### config.mk
export PLATFORM = sky130hd
export DESIGN_NAME = beta_pipe_stage
export DESIGN_NICKNAME = d
export VERILOG_FILES = /design/src/rtl/beta_pipe_stage.sv
export SDC_FILE = /design/constraint.sdc
export NUM_CORES = 1
export LEC_CHECK = 0
export CORE_UTILIZATION = 50
export DETAILED_ROUTE_END_ITERATION = 16
export DONT_BUFFER_PORTS = 1
export HOLD_SLACK_MARGIN = 0.05
export PLACE_DENSITY_LB_ADDON = 0.3
export SKIP_CTS_REPAIR_TIMING = 1
export SLEW_MARGIN = 5
export SYNTH_ARGS = -nofsm -noshare
export SYNTH_HDL_FRONTEND = slang
export SYNTH_SLANG_ARGS = --single-unit
### constraint.sdc
create_clock -name clk_i -period 1.7 [get_ports clk_i]
set_clock_uncertainty 0.05 [all_clocks]
set_input_delay 0.255 -clock clk_i [delete_from_list [all_inputs] [get_ports clk_i]]
set_output_delay 0.255 -clock clk_i [all_outputs]
set_load 0.05 [all_outputs]
### src/rtl/beta_pipe_stage.sv
// Elastic pipeline register: Depth-entry circular buffer with valid/ready
// handshaking, global stall and synchronous flush. Payload is never interpreted.
module beta_pipe_stage #(
   parameter int PayloadWidth = 32,
   parameter int Depth        = 2,
   parameter int CountWidth   = $clog2(Depth + 1)
) (
   input  logic                    clk_i,
   input  logic                    rstn_i,
   input  logic [PayloadWidth-1:0] pip_data_i,
   input  logic                    pip_valid_i,
   output logic                    pip_ready_o,
   output logic [PayloadWidth-1:0] pip_data_o,
   output logic                    pip_valid_o,
   input  logic                    pip_ready_i,
   input  logic                    pip_stall_i,
   input  logic                    pip_flush_i,
   output logic [CountWidth-1:0]   pip_count_o
);

   localparam int PtrWidth = (Depth > 1) ? $clog2(Depth) : 1;
   localparam logic [CountWidth-1:0] CountFull = CountWidth'(Depth);
   localparam logic [PtrWidth-1:0]   PtrLast   = PtrWidth'(Depth - 1);

   logic [PayloadWidth-1:0] mem_q [Depth];
   logic [PtrWidth-1:0]     wr_ptr_q, wr_ptr_d;
   logic [PtrWidth-1:0]     rd_ptr_q, rd_ptr_d;
   logic [CountWidth-1:0]   count_q, count_d;
   logic [PayloadWidth-1:0] head_data;
   logic                    push;
   logic                    pop;

   // Ready depends only on registered occupancy and stall, never on pip_ready_i.
   assign pip_ready_o = (count_q != CountFull) && !pip_stall_i;
   assign pip_valid_o = (count_q != '0);
   assign push        = pip_valid_i && pip_ready_o && !pip_flush_i;
   assign pop         = pip_valid_o && pip_ready_i && !pip_stall_i && !pip_flush_i;
   assign pip_count_o = count_q;
   assign pip_data_o  = pip_valid_o ? head_data : '0;

   always_comb begin
      head_data = '0;
      for (int i = 0; i < Depth; i++) begin
         if (rd_ptr_q == PtrWidth'(i)) begin
            head_data = mem_q[i];
         end
      end
   end

   // Pointers wrap explicitly so non-power-of-two depths work.
   always_comb begin
      wr_ptr_d = wr_ptr_q;
      rd_ptr_d = rd_ptr_q;
      count_d  = count_q;
      if (pip_flush_i) begin
         wr_ptr_d = '0;
         rd_ptr_d = '0;
         count_d  = '0;
      end else begin
         if (push) begin
            wr_ptr_d = (wr_ptr_q == PtrLast) ? '0 : wr_ptr_q + PtrWidth'(1);
         end
         if (pop) begin
            rd_ptr_d = (rd_ptr_q == PtrLast) ? '0 : rd_ptr_q + PtrWidth'(1);
         end
         case ({push, pop})
            2'b10:   count_d = count_q + CountWidth'(1);
            2'b01:   count_d = count_q - CountWidth'(1);
            default: count_d = count_q;
         endcase
      end
   end

   always_ff @(posedge clk_i or negedge rstn_i) begin
      if (!rstn_i) begin
         wr_ptr_q <= '0;
         rd_ptr_q <= '0;
         count_q  <= '0;
      end else begin
         wr_ptr_q <= wr_ptr_d;
         rd_ptr_q <= rd_ptr_d;
         count_q  <= count_d;
      end
   end

   // Storage is cleared on reset and flush so a bubble never carries stale data.
   always_ff @(posedge clk_i or negedge rstn_i) begin
      if (!rstn_i) begin
         for (int i = 0; i < Depth; i++) begin
            mem_q[i] <= '0;
         end
      end else if (pip_flush_i) begin
         for (int i = 0; i < Depth; i++) begin
            mem_q[i] <= '0;
         end
      end else begin
         for (int i = 0; i < Depth; i++) begin
            if (push && (wr_ptr_q == PtrWidth'(i))) begin
               mem_q[i] <= pip_data_i;
            end
         end
      end
   end

endmodule

# --- Yosys cells after proc, flatten, opt, wreduce, memory -nomap -nowiden ---
# Cells that the tools add are included.
totals:
  reg_bits: 68
  output_inout_bits: 36
  word_cells: 42
classes:
  addsub: 4
  n_eq_ne: 3
  mux: 13
  bitwise: 1
  reduce_logical: 16
op_table:
  columns: ["cell", "n"]
  rows:
  - ["two-way mux 32 bit", 4]
  - ["two-way mux 64 bit", 1]
  - ["nonzero test 2 bit", 5]
  - ["logical AND 1 bit", 8]
  - ["two-way mux 1 bit", 6]
  - ["case mux 2 bit (2 select lines)", 1]
  - ["nonzero test 3 bit", 1]
  - ["adder 1 bit (second input constant)", 2]
  - ["adder 2 x 1 -> 2 bit (second input constant)", 1]
  - ["equality test 2 x 1 -> 1 bit (second input constant)", 1]
  - ["equality test 2 bit (second input constant)", 1]
  - ["zero test 1 bit", 2]
  - ["two-way mux 2 bit", 1]
  - ["inequality test 2 bit (second input constant)", 1]
  - ["subtractor 2 x 1 -> 2 bit (second input constant)", 1]
  - ["inverter 1 bit", 1]

# --- Logic depth before layout (Yosys ltp) ---
# Gate-level depths: netlist of run 1.
logic_depth:
  depth_word: 7
  depth_mapped: 4
  ltp_nobuf: 3

# --- Worst setup path after synthesis of run 1 ---
# No wires, ideal clock.
synth_path:
  path_kind: "register to output"
  start: "reg count_q[0] (netlist: pip_count_o[0])"
  end: "out pip_data_o[10]"
  arrival_time_ps: 1863
  setup_slack_ps: -468
  stages_incl_launch_ff: 4
  cell_sequence: "dfrtp_1 -> nor2_1 -> clkbuf_1 -> nor2_1"
synth_via:
  elab_chain_len: 2
synth_lines:
  columns: ["element", "line", "source"]
  rows:
  - ["start: declaration", "28", "logic [CountWidth-1:0] count_q, count_d;"]
  - ["start signal: assignment", "82", "count_q <= count_d;"]
  - ["nonzero test 2 bit", "35", "assign pip_valid_o = (count_q != '0);"]
  - ["two-way mux 32 bit", "39", "assign pip_data_o = pip_valid_o ? head_data : '0;"]
  - ["end: declaration", "13", "output logic [PayloadWidth-1:0] pip_data_o,"]
# Every way passes these cells.

# --- Final worst setup path of run 1 ---
layout_path:
  start: "reg rd_ptr_q"
  end: "out pip_data_o[18]"
layout_via:
  elab_chain_len: 2
layout_lines:
  columns: ["element", "line", "source"]
  rows:
  - ["start: declaration", "27", "logic [PtrWidth-1:0] rd_ptr_q, rd_ptr_d;"]
  - ["start signal: assignment", "81", "rd_ptr_q <= rd_ptr_d;"]
  - ["two-way mux 32 bit", "44", "if (rd_ptr_q == PtrWidth'(i)) begin"]
  - ["two-way mux 32 bit", "39", null]
# Every way passes these cells.

==> flow_summary.yaml, run 1 <==
sta:
  final_min_period_over_clock_period_pct: 104
  final_hold_vio_count: 68
  worst_case_headroom_to_the_max_slew_limit_pct: 77.3
  timing_worst_slew_pin_value_ps: 340
  finalSetupViolations: 30
  worst_hold_slack_ps: -449
  final_max_slew_viol_count: 0
  finalWorstPathRequiredPeriod_ps: 1760
  final_critical_path_setup_slack_ps: -62.1
  rsz0062_at_grt: "yes"
  clock.fmax_mhz: 568
die:
  area_of_the_die_sq_um: 6410
  core-area_sq_um: 5890
  io_pins: 74
  chipHeight_microns: 80.1
  initial_core_util_pct: 51.8
  die_w_microns: 80.1
  placement_rows: 28
logic_synthesis:
  number_of_synthesized_flops_with_an_enable_pin: 0
  post-synth-top-count-cell: "dfrtp_1"
  async_flop_share_pct: 100
  number_of_synthesized_register_bits: 68
  ys.flop_type: "dfrtp_1"
  synth.net_count: 286
  synthDominantAreaCellType: "dfrtp_1"
  post_synth_num_cell_types: 24
  postSynthCellCount: 248
  yosys-top-cells-area: "dfrtp_1 56%, a22o_1 18%, mux2i_1 11%"
  yosysWarningCount: 0
  yosys.area.top_type_share_pct: 55.8
  synth_area_sq_um: 3050
  synthesis.area_per_instance_sq_um: 12.3
  synth.yosys.seq_area_share_pct: 55.8
  synth_commonest_cells: "68 x dfrtp_1, 64 x a22o_1, 35 x nor2_1"
drt:
  route.top_layer_used: "met4"
  post_dr_vias_cell: 6.09
  detailed_route_via_count: 2333
  post-route-drc-count: 0
  total_length_of_routed_met3_wires_microns: 468
  drt_pass1_iterations: 4
  final_antenna_net_count: 0
  met2_wirelength_microns: 3470
  wl_met1_microns: 3360
  totalWireLength_microns: 7380
  detailed_route_iter0_violations: 172
  avgRoutedWirePerCell_microns: 19.3
placed_design:
  placement.cell_area_sq_um: 3510
  post-dp-hpwl_microns: 4410
  gp_congestion: 0.715
  post-place-ws_ps: 202
  io_buffers: 0
setup_path:
  regToRegEndpoint: "mem_q[5]"
  critical_path_s_top_delay_family: "flip-flops"
  r2r_start: "pip_count_o[0]"
  timing.setup.critical_path_class: "reg2out"
  timing.critical_path.cells: "buf_6 > mux2i_2 > nor2_4"
  critical_path_arrival_ps: 1460
  ff2ff_path_depth: 4
  required_ps: 1390
  timing.reg2reg.setup_slack_ps: 180
  worstSetupEndpointType: "output port"
  critical-path-slowest-cell: "dfrtp_2"
  crit_path_start_kind: "register"
  critPathBufInv: 1
  critPathMaxStageDelay_ps: 430
  cp_max_fo: 13
clock_tree:
  clock_latency_ps: 340
  clockRootBuffer: "clkbuf_8"
  clk_sink_count: 68
  htree_num_levels: 3
  cts_tree: "done"
  clk_pin_slew_worst_paths_ps: 80
  cts_max_path_buffers: 2
  cts-buffers-inserted: 9
outcome:
  run_status: "complete, but fails checks"
  violated_checks: "hold timing, setup timing"
final_layout:
  flow.area_growth_from_synthesis_pct: 37.5
  final_area_sq_um: 4190
  final_net_count: 341
  layout.filler_cells: 426
  num_antenna_cells: 0
  drive_gt1_share_pct: 33.1
power_and_ir_drop:
  seq_power_share_pct: 44.5
  powerDensity_nw_per_um2: 918
  switching_power_mw: 0.950
  totalPowerFinal_mw: 3.85
  power.share.clock_pct: 42.6
  share_comb_of_total_power_pct: 12.9
  cell_internal_pwr_mw: 2.90
  power.leakage_nw: 1.73
  switching_share_pct: 24.7
  ir_worst_vdd_uv: 678
global_routing:
  grt_antenna_before_repair: 0
  first_pass_grt_wire_length_microns: 11100
  globalRouteTotalUtil_pct: 23.4
  grt_pass1_vias: 2185
  grt_max_degree: 69
  grt.overflow.total: 0
worst_hold_path:
  hold_path_class: "in2async"
flow_run:
  maxCapViolations: 0
==> registers in the layout, indices dropped and copies added (netlist names) <==
register     count
mem_q           64
pip_count_o      2
wr_ptr_q         1
rd_ptr_q         1
==> power by group through the flow <==
stage / clock network, mW / registers, mW / logic [mW]
after floorplan: 0 / 1.74 / 0.303
after global placement: 0 / 1.74 / 0.392
after detailed placement: 0 / 1.74 / 0.396
after CTS: 1.66 / 1.71 / 0.399
after global routing: 1.73 / 1.72 / 0.523
final: 1.64 / 1.71 / 0.496
==> kinds of logic (layout without fill, tap and decap cells) <==
kind of cell / Yosys count / count (layout) / share of synthesized area [%]
flops: 68 / 68 / 55.8
simple gates: 49 / 49 / 8.37
mux: 32 / 32 / 10.5
buf+inv: 22 / 82 / 4.23
compound gates: 77 / 77 / 21.1
==> worst reg2reg max path, delay by kind of cell, from the launching register on <==
kind / cells / cell delay, ps
simple gates: 1 / 260
compound gates: 2 / 410
buf+inv: 1 / 300
flops: 1 / 450
==> worst max-delay path by stage <==
stage               slack (ps)              to           start  cells after the start
global placement           220       mem_q[11]  pip_count_o[0]                      4
detailed placement         200        mem_q[8]  pip_count_o[1]                      4
CTS                       -140     pip_valid_o  pip_count_o[0]                      3
global route              -100  pip_data_o[11]        rd_ptr_q                      3
finish                     -60  pip_data_o[18]        rd_ptr_q                      3
floorplan                    3  pip_data_o[24]  pip_count_o[0]                      3
==> stage by stage <==
| step | hold WS [ps] | util, % | setup TNS (ps) | cells |
|---|---|---|---|---|
| final | -449 | 71.2 | -1150 | 383 |
| after global routing | -472 | 71.2 | -2680 | 383 |
| after CTS | -465 | 63.9 | -2330 | 347 |
| after detailed placement | -88.4 | 59.7 | 0 | 331 |
| after global placement | -88.9 | 59.7 | 0 | 331 |
| after floorplan | -90.6 | - | 0 | 248 |
==> layer usage <==
layer / up-vias / global-route usage, %
met5: - / 0
met4: 0 / 9.64
met3: 8 / 7.84
met2: 92 / 35.1
met1: 1193 / 31.0
li1: 1040 / -
==> cells in the final DEF, fill, tap and decap left out, types with 2 or more instances in the layout <==
| master | count |
|---|---|
| buf_12 | 5 |
| a22o_1 | 64 |
| a31oi_4 | 2 |
| dfrtp_1 | 65 |
| dlygate4sd3_1 | 33 |
| clkinvlp_4 | 2 |
| a21oi_1 | 4 |
| nand2b_1 | 3 |
| clkbuf_8 | 10 |
| mux2i_1 | 19 |
| nor2_4 | 23 |
| buf_4 | 19 |
| nor2_1 | 4 |
| nor2_2 | 8 |
| buf_6 | 6 |
| mux2i_2 | 13 |
| and2_1 | 2 |
| dfrtp_2 | 3 |
| nor4_4 | 2 |
| o21ai_0 | 6 |
| bufinv_16 | 3 |
==> layout make-up <==
type	instances	area, sq um	share of cell area, %
clock inverter	6	111	2.66
multi-input combinational	158	1480	35.2
inverter	2	11.3	0.269
clock buffer	10	138	3.28
sequential	68	1710	40.7
tap	75	93.8	2.24
timing repair buffer	64	656	15.6
No activity file was read; power rests on OpenSTA's default activity.
==> run 2, diff against run 1 <==
Settings changed: CAP_MARGIN from default to 5, CORE_UTILIZATION 50 to 49, DONT_BUFFER_PORTS 1 to default.
==> run 2 against run 1 <==
  * The run ends with setup timing left
  * Power down 3.9%
  * Clock power down 17%
  * Die area up 2.0%
  * Highest routed layer unchanged
  * Flip-flop and latch count unchanged
  * Critical path type unchanged
  * Largest power group unchanged
  * Combinational power up 27%
  * Worst setup slack worse by 40 ps
  * Cell count up 8.9%
==> flow_summary.yaml, run 2 (synthesis gave the netlist of run 1 again) <==
setup_path:
  timing.setup.critical_path_class: "reg2out"
  required_ps: 1390
  critical_path_s_top_delay_family: "buffers and inverters"
  timing.critical_path.cells: "nor2_4 > buf_12 > buf_12 > nor2_4 > buf_4"
  critPathBufInv: 3
  critical_path_arrival_ps: 1500
  cp_max_fo: 9
  crit_path_start_kind: "register"
  critPathMaxStageDelay_ps: 460
  worstSetupEndpointType: "output port"
  critical-path-slowest-cell: "dfrtp_2"
die:
  placement_rows: 28
  area_of_the_die_sq_um: 6540
  initial_core_util_pct: 51.2
  die_w_microns: 80.9
  core-area_sq_um: 5960
  chipHeight_microns: 80.9
  io_pins: 74
global_routing:
  grt_antenna_before_repair: 0
  first_pass_grt_wire_length_microns: 11000
  grt_pass1_vias: 2165
  grt.overflow.total: 0
  globalRouteTotalUtil_pct: 22.6
  grt_max_degree: 69
drt:
  drt_pass1_iterations: 4
  totalWireLength_microns: 7360
  post-route-drc-count: 0
  detailed_route_iter0_violations: 123
  post_dr_vias_cell: 5.80
  avgRoutedWirePerCell_microns: 17.7
  detailed_route_via_count: 2419
  final_antenna_net_count: 0
sta:
  final_min_period_over_clock_period_pct: 106
  final_critical_path_setup_slack_ps: -102
  clock.fmax_mhz: 555
  finalSetupViolations: 33
  rsz0062_at_grt: "yes"
  timing_worst_slew_pin_value_ps: 357
  finalWorstPathRequiredPeriod_ps: 1800
  final_hold_vio_count: 0
  final_max_slew_viol_count: 0
  worst_case_headroom_to_the_max_slew_limit_pct: 76.2
final_layout:
  final_cell_mix: "65 x dfrtp_1, 64 x a22o_1, 36 x clkdlybuf4s50_1, 36 x buf_4, 24 x nor2_4"
  largest_reg_flops: 64
  final_area_sq_um: 4530
  area.sequential_sq_um: 1710
  drive_gt1_share_pct: 38.0
  final_core_density_pct: 76.1
  most_common_library_cell_in_the_layout_ignoring_fill_and_taps: "dfrtp_1"
  max_flop_register: "mem_q"
  layout.filler_cells: 393
  num_antenna_cells: 0
  final_net_count: 376
  multi_input_area_sq_um: 1480
  flow.area_growth_from_synthesis_pct: 48.8
clock_tree:
  clock_latency_ps: 330
  htree_num_levels: 3
  clk_pin_slew_worst_paths_ps: 70
  cts-buffers-inserted: 9
  cts_max_path_buffers: 2
  clk_sink_count: 68
  cts_tree: "done"
  clockRootBuffer: "clkbuf_8"
power_and_ir_drop:
  totalPowerFinal_mw: 3.70
  powerDensity_nw_per_um2: 816
  ir_worst_vdd_uv: 441
  power.leakage_nw: 1.92
outcome:
  violated_checks: "setup timing"
  run_status: "complete, but fails checks"
flow_run:
  maxCapViolations: 0
placed_design:
  gp_congestion: 0.764
  io_buffers: 73
  post-dp-hpwl_microns: 4600
  placement.cell_area_sq_um: 4110
worst_hold_path:
  hold_path_class: "in2async"
==> run 2: cell count changes in the layout (fill, tap and decap cells not counted), moves of 2 or more <==
| cell | before | now |
|---|---|---|
| buf_6 | 6 | 13 |
| bufinv_16 | 3 | 1 |
| clkbuf_1 | 0 | 2 |
| buf_4 | 19 | 36 |
| dlygate4sd3_1 | 33 | 1 |
| mux2i_1 | 19 | 21 |
| clkbuf_8 | 10 | 12 |
| mux2i_2 | 13 | 11 |
| buf_12 | 5 | 11 |
| nor2_1 | 4 | 2 |
| clkdlybuf4s50_1 | 0 | 36 |
==> run 2: per-stage QoR <==
| stage | hold WS, ps | setup TNS (ps) | setup WS (ps) | instances |
|---|---|---|---|---|
| after floorplan | -90.6 | 0 | 3.50 | 248 |
| after global placement | 247 | -956 | -28.1 | 394 |
| after detailed placement | 248 | -2440 | -58.5 | 394 |
| after CTS | -105 | -4060 | -175 | 409 |
| after global routing | 466 | -4220 | -184 | 417 |
| final | 415 | -2670 | -102 | 417 |
==> run 2: final cells by class <==
type / instances / area share (%)
clock buffer: 14 / 3.81
clock inverter: 1 / 0.662
inverter: 2 / 0.248
multi-input combinational: 158 / 32.7
sequential: 68 / 37.6
tap: 75 / 2.07
timing repair buffer: 99 / 22.9
==> run 2: tightest hold or removal path, cell delays in order <==
cell	delay, ps
dlygate4sd3_1	520
buf_2	120
buf_12	300
==> run 2: power breakdown <==
group	switching, mW	total, mW	internal [mW]	leakage (nW)
Combinational	0.337	0.630	0.293	0.890
Clock	0.563	1.36	0.792	0.103
Sequential	0.0416	1.71	1.67	0.931
Total	0.941	3.70	2.76	1.92
==> run 2: layer usage <==
| metal | vias to the layer above | GRT usage, % | share of wire, % | wire, microns |
|---|---|---|---|---|
| li1 | 1101 | - | - | - |
| met1 | 1240 | 31.6 | 45 | 3350 |
| met2 | 71 | 34.6 | 49 | 3610 |
| met3 | 7 | 3.82 | 4.3 | 316 |
| met4 | 0 | 10.2 | 1.2 | 86 |
| met5 | - | 0 | 0 | 0 |
==> run 2: path summary, 6_finish.rpt <==
path / cells after the start / start / to / slack, ps
setup / recovery: 5 / pip_count_o[1] / pip_data_o[18] / -100
hold / removal: 3 / rstn_i / mem_q[51] / 410
setup reg to reg: 5 / pip_count_o[1] / mem_q[28] / 140
hold reg to reg: 1 / mem_q[44] / mem_q[44] / 450
max in group asynchronous: 3 / rstn_i / pip_count_o[0] / 870
min in group clk_i: 1 / mem_q[44] / mem_q[44] / 450
==> RTL edit, RTL diff (settings of run 2) <==
Make the reset (`rstn_i`) synchronous in 2 clocked blocks.
--- a/src/rtl/beta_pipe_stage.sv
+++ b/src/rtl/beta_pipe_stage.sv
@@ -71,7 +71,7 @@
       end
    end
 
-   always_ff @(posedge clk_i or negedge rstn_i) begin
+   always_ff @(posedge clk_i) begin
       if (!rstn_i) begin
          wr_ptr_q <= '0;
          rd_ptr_q <= '0;
@@ -84,7 +84,7 @@
    end
 
    // Storage is cleared on reset and flush so a bubble never carries stale data.
-   always_ff @(posedge clk_i or negedge rstn_i) begin
+   always_ff @(posedge clk_i) begin
       if (!rstn_i) begin
          for (int i = 0; i < Depth; i++) begin
             mem_q[i] <= '0;
Function: differs if rstn_i is asserted again (counterexample within 4 cycles, from zero or initial values and one cycle with rstn_i low); with rstn_i held inactive, the same outputs for 10 cycles.
==> RTL edit against run 2 <==
The flow still finishes with violations (setup timing). Sequential cell count stayed put. Setup slack better by 29 ps. Synthesized area fell by 6.3%. Combinational power is 37% lower. Wire length up 6.1%. Sequential power increased by 15%. Power is 1.5% lower. Cell area up 8.3%. Critical path type unchanged. Largest power group unchanged.
==> RTL edit: results (changes against run 2) <==
| Metric | Value |
|---|---|
| Status | `finished, violations left (unchanged)` |
| Failing checks | `setup timing (unchanged)` |
| Largest net degree at the start of global routing | `36 (was 69)` |
| Static Leak | `1.77 nW (was 1.92 nW)` |
| Crit path max fanout | `8 (was 9)` |
| Final net count | `347 (was 376)` |
| FF-to-FF Start | `pip_count_o[0] (was pip_count_o[1])` |
| Reg2Reg Depth | `8 (was 5)` |
| Share of cells above drive strength 1 | `0.495 (was 0.380)` |
| Vias in the first global route | `1,874 (was 2,165)` |
| Mapped Nets | `238 (was 286)` |
| First-pass GRT wire length | `9.15 mm (was 11.0 mm)` |
| P_sw | `0.847 mW (was 0.941 mW)` |
| Synth top area cells | `edfxtp_1, mux2i_1, and2_1 (was dfrtp_1, a22o_1, mux2i_1)` |
| Hold Crit Class | `in -> reg (was in -> async)` |
| TritonRoute pass-1 iters | `4 (unchanged)` |
| Clock buffer count from CTS | `9 (unchanged)` |
| Drt wl/cell | `20.3 µm (was 17.7 µm)` |
| R2R Path End | `pip_count_o[1] (was mem_q[28])` |
| Place WS | `-404 ps (was -58.5 ps)` |
| Post-synth EDFFs | `64 (was 0)` |
| Final HPWL DP | `3.84 mm (was 4.60 mm)` |
| Post-route setup slack | `-73.2 ps (was -102 ps)` |
| Worst Tran Pin Value | `505 ps (was 357 ps)` |
| Ys async rst share | `0 (was 1.00)` |
| Post-synth cell types | `18 (was 24)` |
| Commonest cells post-synth | `edfxtp_1, nor2_1, and2_1, mux2i_1, buf_2 (was dfrtp_1, a22o_1, nor2_1)` |
| Sequential fraction of the synthesis area | `0.701 (was 0.558)` |
| Setup violators final | `34 (was 33)` |
| Vias per cell | `5.34 (was 5.80)` |
| Fillers | `225 (was 393)` |
| CTS HTree Levels | `3 (unchanged)` |
| PortBufs | `73 (unchanged)` |
| Worst hold path stage count | `2` |
| Fin Setup TNS | `-1590 ps (was -2670 ps)` |
| Worst path max stage delay | `350 ps (was 460 ps)` |
| DR iter-0 viols | `93 (was 123)` |
| Crit path DAT | `1470 ps (was 1500 ps)` |
| Hold worst-path end | `mem_q[0][61]` |
| CP max-delay cell | `dfxtp_4 (was dfrtp_2)` |
| Overall routing resource usage | `0.209 (was 0.226)` |
| Total number of yosys warnings | `0 (unchanged)` |
| VDD IR max | `0.00110 V (was 0.000441 V)` |
| RePlAce Congestion | `0.722 (was 0.764)` |
| Max reg flops | `64 (unchanged)` |
RTL edit: cell type report:
| type | instances | share of cell area |
|---|---|---|
| repair buffers | 108 | 0.278 |
| well taps | 72 | 0.0184 |
| flip-flops and latches | 68 | 0.410 |
| clock buffers | 11 | 0.0268 |
| clock inverters | 5 | 0.0107 |
| multi-input cells | 120 | 0.255 |
| inverters | 1 | 0.000765 |
RTL edit: power groups by stage:
stage	Combinational [mW]	Sequential, mW	Clock, mW
final	0.397	1.96	1.28
after global routing	0.418	1.97	1.37
after CTS	0.314	1.94	1.27
after detailed placement	0.311	1.97	0
after global placement	0.305	1.97	0
after floorplan	0.133	1.97	0
RTL edit: cells by family after synthesis:
group,synth area share
DFF,0.701
and+or+nand+nor,0.144
adders and majority gates,0.00438
muxes,0.112
xor gates and xnor gates,0.00613
AOI/OAI and AO/OA,0.0136
buffers and inverters,0.0188
RTL edit: how the worst max path moves through the flow:
stage | start | cells after the start | slack, ps | end
6_report | pip_count_o[0] | 6 | -70 | pip_data_o[21]
3_3_place_gp | pip_stall_i | 7 | -390 | pip_count_o[1]
5_1_grt | pip_count_o[1] | 8 | -160 | pip_count_o[1]
4_1_cts | pip_count_o[0] | 5 | -190 | pip_data_o[30]
2_1_floorplan | pip_count_o[1] | 6 | -50 | pip_count_o[1]
3_5_place_dp | pip_stall_i | 7 | -400 | pip_count_o[1]
RTL edit: routing by layer:
metal	vias up	wire, µm	share of wire	GRT usage
met5	-	0	0	0
met4	0	205	0.026	0.100
met3	17	369	0.047	0.0628
met2	91	4360	0.56	0.373
met1	1017	2870	0.37	0.224
li1	932	-	-	-
RTL edit: metrics by stage:
stage	cells	hold WS, ps	instance area (µm²)	utilization	power [mW]
6_report	385	538	4910	0.881	3.64
5_1_grt	385	545	4910	0.881	3.75
4_1_cts	370	530	4310	0.774	3.52
3_5_place_dp	354	475	4130	0.741	2.28
3_3_place_gp	354	445	4130	0.741	2.27
2_1_floorplan	199	422	2990	-	2.10
